### config.mk
export PLATFORM = sky130hd
export DESIGN_NAME = counter_threshold_classifier_multi
export DESIGN_NICKNAME = d
export VERILOG_FILES = /design/src/rtl/counter_threshold_classifier_multi.sv
export SDC_FILE = /design/constraint.sdc
export NUM_CORES = 1
export LEC_CHECK = 0
export BUFFER_PORTS_ARGS = -buffer_cell sky130_fd_sc_hd__buf_2
export CAP_MARGIN = 30
export CORE_MARGIN = 2
export CORE_UTILIZATION = 50
export DETAILED_ROUTE_END_ITERATION = 7
export PLACE_DENSITY = 0.69
export SLEW_MARGIN = 20
export SYNTH_ARGS = -nofsm -noshare
export SYNTH_HDL_FRONTEND = slang
export SYNTH_SLANG_ARGS = --single-unit
### constraint.sdc
create_clock -name clk -period 1.7 [get_ports clk]
set_input_delay 0.255 -clock clk [delete_from_list [all_inputs] [get_ports clk]]
set_output_delay 0.255 -clock clk [all_outputs]
set_load 0.005 [all_outputs]
### src/rtl/counter_threshold_classifier_multi.sv
// Per-link fault classifier: NUM_CH independent channels, each counting
// faulty and healthy packet reports and classifying its link as
// HEALTHY / INTERMITTENT / FAULTY. Repeated DET events without an intervening
// NET escalate a channel to FAULTY, where it stays until clear_faulty.
// Event pulses and any_faulty are registered.
module counter_threshold_classifier_multi #(
    parameter int NUM_CH      = 4,
    parameter int CNT_W       = 8,
    parameter int HEALTHY_TH  = 4,
    parameter int FAULTY_TH   = 4,
    parameter int MAX_STRIKES = 2
) (
    input  logic                  clk,
    input  logic                  reset,
    input  logic [NUM_CH-1:0]     faulty_packet,
    input  logic [NUM_CH-1:0]     healthy_packet,
    input  logic [NUM_CH-1:0]     clear_faulty,
    output logic [3*NUM_CH-1:0]   state_o,
    output logic [NUM_CH-1:0]     healthy_pulse,
    output logic [NUM_CH-1:0]     intermittent_pulse,
    output logic [NUM_CH-1:0]     faulty_pulse,
    output logic                  any_faulty
);

    localparam int STK_W = $clog2(MAX_STRIKES + 1);

    typedef enum logic [2:0] {
        ST_HEALTHY = 3'b001,
        ST_INTERM  = 3'b010,
        ST_FAULTY  = 3'b100
    } state_t;

    // Per-channel "will be FAULTY after this edge", used to register any_faulty
    // in the same cycle as the state bits.
    logic [NUM_CH-1:0] next_faulty_s;
    logic              any_faulty_r;

    for (genvar c = 0; c < NUM_CH; c++) begin : g_ch
        state_t           state_r;
        logic [CNT_W-1:0] hcnt_r;
        logic [CNT_W-1:0] fcnt_r;
        logic [STK_W-1:0] strikes_r;
        logic             hpulse_r;
        logic             ipulse_r;
        logic             fpulse_r;

        logic             net_s;
        logic             det_s;
        logic [STK_W-1:0] strikes_inc_s;
        logic             last_strike_s;
        logic [CNT_W-1:0] hcnt_next_s;
        logic [CNT_W-1:0] fcnt_next_s;
        logic             nf_s;

        // Threshold events, strike arithmetic and counter next values.
        always_comb begin
            net_s         = (hcnt_r == CNT_W'(HEALTHY_TH));
            det_s         = (fcnt_r == CNT_W'(FAULTY_TH));
            strikes_inc_s = strikes_r + STK_W'(1);
            last_strike_s = (strikes_inc_s == STK_W'(MAX_STRIKES));
            if (net_s || det_s) begin
                // Restart both counts, keeping any report of this cycle.
                hcnt_next_s = CNT_W'(healthy_packet[c]);
                fcnt_next_s = CNT_W'(faulty_packet[c]);
            end else begin
                hcnt_next_s = hcnt_r + CNT_W'(healthy_packet[c]);
                fcnt_next_s = fcnt_r + CNT_W'(faulty_packet[c]);
            end
        end

        // Predict whether the channel sits in FAULTY after the coming edge.
        always_comb begin
            nf_s = 1'b0;
            case (state_r)
                ST_FAULTY: nf_s = ~clear_faulty[c];
                ST_INTERM: nf_s = ~net_s & det_s & last_strike_s;
                default:   nf_s = 1'b0;
            endcase
        end

        // Channel FSM with counters, strikes and registered event pulses.
        always_ff @(posedge clk or negedge reset) begin
            if (!reset) begin
                state_r   <= ST_HEALTHY;
                hcnt_r    <= '0;
                fcnt_r    <= '0;
                strikes_r <= '0;
                hpulse_r  <= 1'b0;
                ipulse_r  <= 1'b0;
                fpulse_r  <= 1'b0;
            end else begin
                hpulse_r <= 1'b0;
                ipulse_r <= 1'b0;
                fpulse_r <= 1'b0;
                case (state_r)
                    ST_HEALTHY: begin
                        hcnt_r <= hcnt_next_s;
                        fcnt_r <= fcnt_next_s;
                        if (net_s) begin
                            strikes_r <= '0;
                        end else if (det_s) begin
                            state_r   <= ST_INTERM;
                            strikes_r <= STK_W'(1);
                            ipulse_r  <= 1'b1;
                        end
                    end
                    ST_INTERM: begin
                        hcnt_r <= hcnt_next_s;
                        fcnt_r <= fcnt_next_s;
                        if (net_s) begin
                            // NET outranks a coincident DET.
                            state_r   <= ST_HEALTHY;
                            strikes_r <= '0;
                            hpulse_r  <= 1'b1;
                        end else if (det_s) begin
                            strikes_r <= strikes_inc_s;
                            if (last_strike_s) begin
                                state_r  <= ST_FAULTY;
                                fpulse_r <= 1'b1;
                            end
                        end
                    end
                    ST_FAULTY: begin
                        // Reports are ignored until software clears the link.
                        hcnt_r <= '0;
                        fcnt_r <= '0;
                        if (clear_faulty[c]) begin
                            state_r   <= ST_HEALTHY;
                            strikes_r <= '0;
                        end
                    end
                    default: begin
                        // Corrupted encoding: recover to HEALTHY and flag it.
                        state_r   <= ST_HEALTHY;
                        hcnt_r    <= '0;
                        fcnt_r    <= '0;
                        strikes_r <= '0;
                        hpulse_r  <= 1'b1;
                    end
                endcase
            end
        end

        assign next_faulty_s[c]      = nf_s;
        assign state_o[3*c +: 3]     = state_r;
        assign healthy_pulse[c]      = hpulse_r;
        assign intermittent_pulse[c] = ipulse_r;
        assign faulty_pulse[c]       = fpulse_r;
    end

    // Global fault flag, registered alongside the per-channel state bits.
    always_ff @(posedge clk or negedge reset) begin
        if (!reset) begin
            any_faulty_r <= 1'b0;
        end else begin
            any_faulty_r <= |next_faulty_s;
        end
    end

    assign any_faulty = any_faulty_r;

endmodule

==> impl_metrics.yaml <==
synth:
  yosys.area.top_type_share_pct: 47.88
  synth_area_leader_cell: "dfrtp_1"
  synth_simple_gate_area_share_pct: 22.57
  synthFlopType: "dfrtp_1"
  synthXorXnorAreaFrac_pct: 9.009
  netlist_top_cells_area: "dfrtp_1 (48%), xor2_1 (7.0%), ha_1 (5.1%)"
  synth.distinct_cells: 43
  synth_edf_count: 0
  synth-adder-area-share_pct: 5.148
  syn_avg_cell_area_um2: 10.26
  synth_top_family_by_area: "simple AND/OR/NAND/NOR gates"
  yosysSeqAreaShare_pct: 50.04
  yosys-top-cells-count: "dfrtp_1 (93), nor2_1 (63), nand3_1 (50)"
  yosys.cell_count.top_type: "dfrtp_1"
  netlist_area_um2: 4861
  synthMuxAreaShare_pct: 0.8237
  async_flop_share_pct: 100.0
  synth.net_count: 508
  synth-compound-area-share_pct: 8.134
  synthCells: 474
  yosys_warnings: 0
  ys_ff_latch: 97
drt:
  wl_per_cell_um: 14.63
  antenna_left: 0
  routed_wl_mm: 10.42
  dr.first_iter.drc_count: 192
  vias_per_cell: 5.330
  drc_errors: 0
  vias: 3795
  dr.pass1.iters: 4
status:
  run_status: "complete, but fails checks"
  violations: "setup timing"
floorplan:
  start_util_pct: 52.11
  rows: 35
  die-area_um2: 10530
  ios: 39
  fp.dieW_um: 102.6
  die-height_um: 102.6
  core_region_area_um2: 9328
placed_design:
  portBuffers: 38
  gp_congestion: 0.8551
  dpl_cell_area_um2: 5619
  dpl.hpwl_mm: 7.401
finish:
  postLayoutCellArea_um2: 6061
  multi_input_area_um2: 2342
  nFillCells: 731
  seq_area_um2: 2432
  area_delta_synth_final_pct: 24.68
  num_antenna_cells: 0
  nets: 612
  drive_gt1_share_pct: 27.44
pwr:
  power.leakage_nw: 3.063
  p_per_area_nw_per_um2: 1398
  ir_drop_mv: 0.8089
sta:
  tightest_slew_ps: 722.8
  setup_viol: 1
  hold_viol_final: 0
  fin_skew_ps: 12.06
  fmax_ghz: 0.5772
  min_period_over_period_pct: 101.9
  fin_ws_ps: -32.64
  rsz0062_at_grt: "yes"
  drv_slew: 0
  slew_headroom_pct: 51.13
  hold_ws_ps: 167.7
  period_needed_ps: 1733
grt:
  grt_max_degree: 31
  grt_pass1_wl_mm: 17.77
  grt_pass1_vias: 3823
  grt_overflow: 0
  grt_antenna_before_repair: 0
  grt.total_usage_pct: 21.52
setup_path:
  critPathMaxFanout: 2
  regToRegSetupSlack_ps: -30
  criticalPathCategory: "flip-flop to flip-flop"
  arrival_ps: 1970
  required_ps: 1930
  cp-start-kind: "flip-flop"
  cp-end-kind: "flip-flop"
clock_tree:
  cts_buffers: 9
  cts_sinks: 97
  insertion_delay_ps: 360
  ctsRootBufferMaster: "clkbuf_8"
  cts_tree: "done"
  clk_pin_slew_ps: 100
  clockBufferDepth: 2
  htree_levels: 3
job:
  max-cap-violations: 0
hold_path:
  hold_class: "input pin to flip-flop"
## layout by cell type (no fill, tap or decap), types with 9 or more instances in the layout
cell      count
nor2_1       63
clkbuf_8     10
inv_1        19
dfrtp_1      93
a21oi_1      18
nor3_1        9
ha_1         20
nand2b_1     12
nand3_1      50
buf_4        73
o21ai_0      21
nand2_1      16
xnor2_1      11
buf_2        37
and3_1       17
xor2_1       39
## cell families (layout without fill, tap and decap cells)
kind of cell / Yosys count / in the layout
buf+inv: 41 / 150
simple gates: 199 / 199
xor+xnor: 50 / 50
mux: 4 / 4
fa+ha+maj: 20 / 20
flops: 97 / 97
compound gates: 63 / 63
## critical path: stages (launching register included)
cell	delay (ps)
dfrtp_1	430
nor4b_4	380
a2111oi_4	130
a31o_2	230
or4_1	450
## layout make-up
type                    count  area share, %
well taps                 129          2.663
inverters                  19          1.177
multi-input cells         336          38.65
clock buffers              13          2.457
repair buffers            115          13.44
clock inverters             3          1.486
flip-flops and latches     97          40.13
## where the power goes
group	internal [mW]	total (mW)	switching [mW]	leakage, nW
registers	2.83	3.24	0.419	1.30
logic	1.68	3.44	1.77	1.64
clock network	1.02	1.79	0.767	0.118
## what timing repair did
action	in CTS	in global routing
hold endpoints to repair	21	0
gates resized for setup	4	18
buffers inserted	5	4
endpoints found under the setup margin	15	61
hold buffers	1	0
pin swaps	8	14
cloned	0	0
## stage by stage
step | setup TNS [ps] | total power [mW] | utilization, % | cells | setup slack [ps]
finish | -32.64 | 8.475 | 64.98 | 712 | -32.64
global route | -204.5 | 9.104 | 64.98 | 712 | -98.54
CTS | -35.52 | 8.311 | 63.57 | 708 | -35.52
detailed placement | -86.98 | 6.427 | 60.24 | 686 | -86.98
global placement | -14.24 | 6.339 | 60.24 | 686 | -14.24
floorplan | -20.37 | 5.053 | - | 474 | -20.37
## metal layers
metal,part of all wire (%),vias up,wire length [µm],global-route usage [%]
met1,47,1862,4893,30.11
met3,4.0,12,415,4.610
met4,1.1,0,113,5.333
met2,48,80,4996,34.49
met5,0,-,0,0
li1,-,1841,-,-
## sequential cells by signal, indices dropped and copies added, names as in the netlist
signal and cells:
g_ch.fpulse_r 4, any_faulty 1, g_ch.ipulse_r 4, g_ch.state_r 12
g_ch.hcnt_r 32, g_ch.hpulse_r 4, g_ch.fcnt_r 32, g_ch.strikes_r 8
## worst paths after layout
check,startpoint,endpoint,cells after the start
worst min register to register,g_ch[3].strikes_r[1],g_ch[3].strikes_r[1],2
worst max register to register,g_ch[0].hcnt_r[1],any_faulty,4
max in group asynchronous,reset,g_ch[1].state_r[0],3
min in group asynchronous,reset,g_ch[0].hcnt_r[3],2
worst min-delay path,faulty_packet[2],g_ch[2].fcnt_r[0],3
worst max-delay path,g_ch[0].hcnt_r[1],any_faulty,4
(Power assumes the default switching activity.)
